--- src/rtl/line_sensor_pkg.sv ---
// line_sensor_pkg: shared FSM encoding, default parameters and channel indices for the line sensor reader
//   CHARGE/MEASURE/EVAL  frame sequencer states
//   DEF_*                default sizing and timing constants
//   LEFT/MIDDLE/RIGHT    bit positions of each sensor in 3-bit vectors
package line_sensor_pkg;

    typedef enum logic [1:0] {
        CHARGE,
        MEASURE,
        EVAL
    } state_t;

    localparam int DEF_CNT_W         = 18;
    localparam int DEF_CHARGE_CYCLES = 500;
    localparam int DEF_TIMEOUT       = 150000;
    localparam int DEF_THRESHOLD     = 50000;
    localparam int DEF_FILTER_DEPTH  = 4;

    localparam int LEFT   = 2;
    localparam int MIDDLE = 1;
    localparam int RIGHT  = 0;

endpackage

--- src/rtl/line_sensor_debounce.sv ---
// line_sensor_debounce: per-channel streak filter; filtered flips only after FILTER_DEPTH consecutive disagreeing samples
//   clk, reset  clock and asynchronous active-high reset (filtered resets to 1)
//   update      one-cycle strobe qualifying raw
//   raw         new thresholded sample
//   filtered    debounced bit
module line_sensor_debounce
    import line_sensor_pkg::*;
#(
    parameter int FILTER_DEPTH = DEF_FILTER_DEPTH
) (
    input  logic clk,
    input  logic reset,
    input  logic update,
    input  logic raw,
    output logic filtered
);

    localparam int SW = $clog2(FILTER_DEPTH + 1);

    logic [SW-1:0] streak;

    always_ff @(posedge clk or posedge reset) begin
        if (reset) begin
            filtered <= 1'b1;
            streak   <= '0;
        end else if (update) begin
            if (raw == filtered) begin
                streak <= '0;
            end else if (streak == SW'(FILTER_DEPTH - 1)) begin
                filtered <= raw;
                streak   <= '0;
            end else begin
                streak <= streak + 1'b1;
            end
        end
    end

endmodule

--- src/rtl/line_sensor_reader.sv ---
// line_sensor_reader: charges three RC reflectance sensors, times their decay, thresholds and debounces the result
//   clk, reset            clock and asynchronous active-high reset
//   sensor_in[2:0]        pad inputs (left, middle, right), asynchronous to clk
//   sensor_drive[2:0]     pad drive-high enables, 0 releases the pad
//   sensor*Filtered       debounced bits (1 = bright, 0 = line)
//   raw_bits[2:0]         undebounced bits of the last frame
//   count_l/m/r           last captured decay counts
//   sample_valid          one-cycle pulse when the outputs above update
module line_sensor_reader
    import line_sensor_pkg::*;
#(
    parameter int CNT_W         = DEF_CNT_W,
    parameter int CHARGE_CYCLES = DEF_CHARGE_CYCLES,
    parameter int TIMEOUT       = DEF_TIMEOUT,
    parameter int THRESHOLD     = DEF_THRESHOLD,
    parameter int FILTER_DEPTH  = DEF_FILTER_DEPTH
) (
    input  logic             clk,
    input  logic             reset,
    input  logic [2:0]       sensor_in,
    output logic [2:0]       sensor_drive,
    output logic             sensorLeftFiltered,
    output logic             sensorMiddleFiltered,
    output logic             sensorRightFiltered,
    output logic [2:0]       raw_bits,
    output logic [CNT_W-1:0] count_l,
    output logic [CNT_W-1:0] count_m,
    output logic [CNT_W-1:0] count_r,
    output logic             sample_valid
);

    localparam int CHG_W = $clog2(CHARGE_CYCLES + 1);

    state_t           state, nextState;
    logic [2:0]       syncA, syncB;
    logic [CHG_W-1:0] chargeCnt;
    logic [CNT_W-1:0] measCnt;
    logic [2:0]       done, doneNext;
    logic             measEnd;
    logic [2:0]       raw;
    logic [CNT_W-1:0] cap [3];
    logic             evalStrobe;

    assign evalStrobe = (state == EVAL);

    // The drive is gated by reset directly so the pads are released the
    // moment reset rises, even though the state register resets to CHARGE.
    always_comb begin
        nextState    = state;
        sensor_drive = 3'b000;
        doneNext     = done | ~syncB;
        measEnd      = (&doneNext) || (measCnt == CNT_W'(TIMEOUT - 1));
        for (int i = 0; i < 3; i++) raw[i] = cap[i] < CNT_W'(THRESHOLD);
        case (state)
            CHARGE: begin
                sensor_drive = reset ? 3'b000 : 3'b111;
                nextState    = (chargeCnt == CHG_W'(CHARGE_CYCLES - 1)) ? MEASURE : CHARGE;
            end
            MEASURE: nextState = measEnd ? EVAL : MEASURE;
            default: nextState = CHARGE;
        endcase
    end

    always_ff @(posedge clk or posedge reset) begin
        if (reset) begin
            state        <= CHARGE;
            syncA        <= 3'b111;
            syncB        <= 3'b111;
            chargeCnt    <= '0;
            measCnt      <= '0;
            done         <= '0;
            cap          <= '{default: '0};
            count_l      <= '0;
            count_m      <= '0;
            count_r      <= '0;
            raw_bits     <= 3'b111;
            sample_valid <= 1'b0;
        end else begin
            syncA        <= sensor_in;
            syncB        <= syncA;
            state        <= nextState;
            chargeCnt    <= (state == CHARGE) ? chargeCnt + 1'b1 : '0;
            measCnt      <= (state == MEASURE && !measEnd) ? measCnt + 1'b1 : '0;
            done         <= (state == MEASURE) ? doneNext : '0;
            sample_valid <= evalStrobe;
            // First low sample latches the count; channels still high when the
            // measurement closes saturate at TIMEOUT.
            if (state == MEASURE) begin
                for (int i = 0; i < 3; i++) begin
                    if (!done[i] && !syncB[i]) cap[i] <= measCnt;
                    else if (measEnd && !doneNext[i]) cap[i] <= CNT_W'(TIMEOUT);
                end
            end
            if (evalStrobe) begin
                count_l  <= cap[LEFT];
                count_m  <= cap[MIDDLE];
                count_r  <= cap[RIGHT];
                raw_bits <= raw;
            end
        end
    end

    line_sensor_debounce #(.FILTER_DEPTH(FILTER_DEPTH)) uDebLeft (
        .clk(clk), .reset(reset), .update(evalStrobe), .raw(raw[LEFT]), .filtered(sensorLeftFiltered)
    );

    line_sensor_debounce #(.FILTER_DEPTH(FILTER_DEPTH)) uDebMiddle (
        .clk(clk), .reset(reset), .update(evalStrobe), .raw(raw[MIDDLE]), .filtered(sensorMiddleFiltered)
    );

    line_sensor_debounce #(.FILTER_DEPTH(FILTER_DEPTH)) uDebRight (
        .clk(clk), .reset(reset), .update(evalStrobe), .raw(raw[RIGHT]), .filtered(sensorRightFiltered)
    );

endmodule

--- config.mk ---
export PLATFORM = sky130hd
export DESIGN_NAME = line_sensor_reader
export DESIGN_NICKNAME = d
export VERILOG_FILES = /design/src/rtl/line_sensor_pkg.sv /design/src/rtl/line_sensor_debounce.sv /design/src/rtl/line_sensor_reader.sv
export SDC_FILE = /design/constraint.sdc
export NUM_CORES = 1
export LEC_CHECK = 0
export ABC_AREA = 1
export CELL_PAD_IN_SITES_DETAIL_PLACEMENT = 2
export CELL_PAD_IN_SITES_GLOBAL_PLACEMENT = 2
export CORE_UTILIZATION = 38
export DETAILED_ROUTE_END_ITERATION = 16
export GPL_TIMING_DRIVEN = 0
export PLACE_DENSITY_LB_ADDON = 0.25
export SYNTH_ARGS = -nofsm -noshare
export SYNTH_HDL_FRONTEND = slang
export SYNTH_SLANG_ARGS = --single-unit
export TNS_END_PERCENT = 30
--- constraint.sdc ---
create_clock -name clk -period 14.8 [get_ports clk]
set_clock_uncertainty 0.2 [all_clocks]
set_input_delay 2.96 -clock clk [delete_from_list [all_inputs] [get_ports clk]]
set_output_delay 2.96 -clock clk [all_outputs]
set_load 0.005 [all_outputs]
# After elaboration in Yosys (flattened, before gate mapping)
# Cells that the tools add are included.
dict set report op_classes {
  add_sub_neg 5
  order_cmp 3
  n_reduce_logical 29
  mux 20
  eq_ne 10
  n_bitwise 5
}
# op count
set ops {}
lappend ops {{two-way mux 18 bit} 7}
lappend ops {{less-than comparator 18 x 16 -> 1 bit (second input constant)} 3}
lappend ops {{two-way mux 3 bit} 9}
lappend ops {{adder 18 x 1 -> 18 bit (second input constant)} 1}
lappend ops {{equality test 18 bit (second input constant)} 1}
lappend ops {{AND reduction 3 bit} 4}
lappend ops {{logical NOT 1 bit} 10}
lappend ops {{adder 3 x 1 -> 3 bit (second input constant)} 3}
lappend ops {{adder 9 x 1 -> 9 bit (second input constant)} 1}
lappend ops {{equality test 3 x 2 -> 1 bit (second input constant)} 3}
lappend ops {{equality test 9 bit (second input constant)} 1}
lappend ops {{two-way mux 9 bit} 1}
lappend ops {{logical AND 1 bit} 7}
lappend ops {{AND reduction 2 bit} 3}
lappend ops {{nonzero test 2 bit} 3}
lappend ops {{case mux 2 bit (2 select lines)} 1}
lappend ops {{equality test 1 bit} 3}
lappend ops {{inverter 1 bit} 3}
lappend ops {{inverter 3 bit} 1}
lappend ops {{bitwise OR 3 bit} 1}
lappend ops {{equality test 2 x 1 -> 1 bit (second input constant)} 1}
lappend ops {{equality test 2 bit (second input constant)} 1}
lappend ops {{logical NOT 2 bit} 1}
lappend ops {{two-way mux 2 bit} 1}
lappend ops {{2 further kinds} 2}
dict set report word_totals {
  output_inout_bits 64
  in_bits 5
  regBits 162
  wordCells 92
}

# Longest topological paths before layout
dict set report depth {
  ltp_word 7
  ltp_mapped 11
  ltp_nobuf 10
}

# Cells and area by module
# A second synthesis with hierarchy kept.
dict set report hier_totals {
  cells_unflattened 853
  area_unflattened_um2 7166.9
}
# mod area_each_um2 seq_area_each_um2 n_inst cells_per_inst
set by_module_without_submodules {}
lappend by_module_without_submodules {line_sensor_reader 6506.2 3764.9 1 763}
lappend by_module_without_submodules {line_sensor_debounce 220.2 101.3 3 30}

# Worst setup path before layout
# OpenSTA, ideal clock, no wires.
dict set report synth_path {
  path_type {input to output}
  start {input reset}
  end {output sensor_drive[1]}
  cell_stages 2
  arrival_time_ns 3.276
  path_slack_ns 8.364
  path_buffers 1
  required_time_ns 11.640
  cell_sequence {nor2_1 > buf_4}
}
dict set report synth_between {
  elab_chain_len 2
}
# element line_no
set synth_lines {}
lappend synth_lines {{start, declared} line_sensor_reader.sv:19} ;# input logic reset,
lappend synth_lines {{two-way mux 3 bit} line_sensor_reader.sv:56} ;# sensor_drive = reset ? 3'b000 : 3'b111;
lappend synth_lines {{two-way mux 3 bit} line_sensor_reader.sv:54} ;# case (state)
lappend synth_lines {{end, declared} line_sensor_reader.sv:21} ;# output logic [2:0] sensor_drive,
# Every way passes these cells.

# Worst setup path in the final report
dict set report layout_path {
  start {input reset}
  end {output sensor_drive[2]}
}
# The elaborated chain is that of the path after synthesis.

==> flow_metrics.tcl <==
set metrics [dict create \
    synth_edf_count 0 \
    p_int_mw 0.711 \
    crit_type "in -> out" \
    ys_ff_latch 162 \
    grt_pass1_vias 6988 \
    num_io_pins 69 \
    clockBufferDepth 2 \
    cts_buffers 17 \
    grt_max_degree 123 \
    final_layout_size_suffix_gt1_frac 0.125 \
    finalWirelength_um 22300 \
    finalSetupViolCount 0 \
    post-cts-setup-buffer-count 0 \
    cpPeakStageDelay_ps 510 \
    yosys_warnings 0 \
    required_ps 11640 \
    area_growth_pct 22.0 \
    clock_latency_ps 430 \
    swShare 0.220 \
    fin_area_um2 8920 \
    coreArea_um2 18800 \
    cp_max_fo 3 \
    cpMostUsedCell "clkdlybuf4s50_1" \
    cp_slowest_cell "clkdlybuf4s50_1" \
    pre_cts_ws_ps 7290 \
    num_rows 50 \
    switchingPower_mw 0.201 \
    crit_chain "clkdlybuf4s50_1 > nor2_1 > buf_4 > clkdlybuf4s50_1" \
    start_kind "input pin" \
    yosys.area.top_type "dfrtp_1" \
    final_core_util 0.475 \
    die_area_um2 19800 \
    grt_setup_unrepaired "no" \
    postSynthCellCount 851 \
    worst-endpoint-arrival_ps 4330 \
    ir_drop_mv 0.0697 \
    grt-ovfl-total 0 \
    clk_pin_slew_ps 60 \
    vias 5962 \
    cap_violations 0 \
    relSlewSlack 0.432 \
    drt-initial-drc-count 167 \
    cts-root-buf "clkbuf_16" \
    hold_viol 0 \
    gp_congestion 0.794 \
    antenna_cells 0 \
    syn-cell-area_um2 7310 \
    firstDrtPassIters 4 \
    critical_path.endpoint_type "output port" \
    drcViolationCount 0 \
    hpwlAfterDp_um 16000 \
    cts.sinks 162 \
    p_per_area_nw_per_um2 102 \
    totalPowerFinal_mw 0.911 \
    fmax_ghz 0.134 \
    fin_hold_ws_ps 161 \
    antenna_found_initial 0 \
    start_util 0.390 \
    avgSynthCellArea_um2 8.60 \
    syn_nets 861 \
    portBuffers 68 \
    setup_ws_ps 7310 \
    ys_seq_area_frac 0.556 \
    htree_levels 4 \
    postPlaceCellArea_um2 8320 \
    ctsHoldBuffers 0 \
    final_nets 949 \
    p_leak_nw 4.53 \
    synth_ff_type "dfrtp_1" \
    cts_tree "yes" \
    ys_types 34 \
    status "completed" \
    drt-vias-per-instance 5.03 \
    wl_per_cell_um 18.8 \
    grt_first_pass_wirelength_um 37400 \
    instances_no_fill 1186 \
    setup_tns_ps 0 \
    p_seq_frac 0.489 \
    slew_viol_final 0 \
    die_w_um 141 \
    worst_pin_slew_ps 849 \
    fp.dieH_um 141 \
    min_path_type "reg -> reg" \
    ctsResizeCount 0 \
    clockPowerShare 0.491 \
    synth_top_cell_area_share 0.513 \
    synthArstFlopShare 1.00 \
    yosys-top-cells-area "dfrtp_1 51%, nand2_1 18%, dfstp_2 4.3%, nor2_1 4.0%, nand3_1 3.8%" \
    postRouteAntennaNets 0 \
    finalCritPeriodShare 0.506 \
    placed_cells 1154 \
    p_comb_frac 0.020 \
    layout_min_cycle_time_ps 7490 \
    grtUsageTotal 0.249 \
]
[layout make-up]
type / instances / area [um2]
inverters: 58 / 225
clock buffers: 20 / 467
fillers: 2061 / 9850
well taps: 234 / 293
plain buffers: 27 / 186
flip-flops and latches: 162 / 4070
multi-input cells: 604 / 2840
repair buffers: 69 / 708
clock inverters: 12 / 131
[cells in the mapped netlist (8+ instances only)]
cell,number
a21oi_1,10
buf_2,8
clkbuf_1,11
dfrtp_1,150
dfstp_2,12
inv_1,52
nand2_1,354
nand2_2,30
nand3_1,55
nor2_1,77
nor3_1,12
o21ai_0,16
xor2_1,10
[registers in the layout, indices dropped and copies added, names as in the netlist, 9 cells and up]
signal / cells
chargeCnt: 9
count_l: 18
cap: 54
count_m: 18
measCnt: 18
count_r: 18
[layout by cell type (no fill, tap or decap), types with 16 or more instances in the layout]
cell type        instances
nand3_1                 55
dfrtp_1                150
nor2_1                  77
nand2_2                 30
o21ai_0                 16
clkbuf_16               17
clkdlybuf4s50_1         68
nand2_1                354
inv_1                   51
[path summary, 6_finish.rpt]
kind | start | to | slack (ps) | cells past startpoint
max | reset | sensor_drive[2] | 7310 | 4
min | syncA[2]$_DFF_PP1_ | syncB[2]$_DFF_PP1_ | 160 | 0
max reg2reg | state[0]$_DFF_PP0_ | count_m[12]$_DFFE_PP0P_ | 12270 | 6
min reg2reg | syncA[2]$_DFF_PP1_ | syncB[2]$_DFF_PP1_ | 160 | 0
max in group asynchronous | reset | count_l[5]$_DFFE_PP0P_ | 10690 | 3
min in group asynchronous | reset | chargeCnt[2]$_DFF_PP0_ | 2730 | 2
[layer usage]
layer,vias to the layer above,routed length [um],track usage
met5,-,0,0
met4,0,494,0.0818
met3,33,490,0.0479
met2,70,11900,0.455
met1,3053,9420,0.291
li1,2806,-,-
[power groups by stage]
stage | clock, mW | sequential [mW] | combinational [mW]
global route | 0.476 | 0.446 | 0.0205
CTS | 0.459 | 0.446 | 0.0187
global placement | 0 | 0.454 | 0.0164
detailed placement | 0 | 0.454 | 0.0186
finish | 0.448 | 0.446 | 0.0178
floorplan | 0 | 0.454 | 0.0115
[worst max-delay path: cells and delay by family]
family | cells | cell delay, ps
AND/OR/NAND/NOR | 1 | 220
buffers and inverters | 3 | 1150
[cells by family (layout without fill, tap and decap cells)]
family / after synthesis / in the layout / synth area share
AOI/OAI and AO/OA: 31 / 31 / 0.0224
adders and majority gates: 5 / 5 / 0.00855
buffers and inverters: 85 / 186 / 0.0553
and+or+nand+nor: 556 / 556 / 0.343
xor gates and xnor gates: 12 / 12 / 0.0144
DFF: 162 / 162 / 0.556
Note: power is estimated with default switching activity, not from simulation.
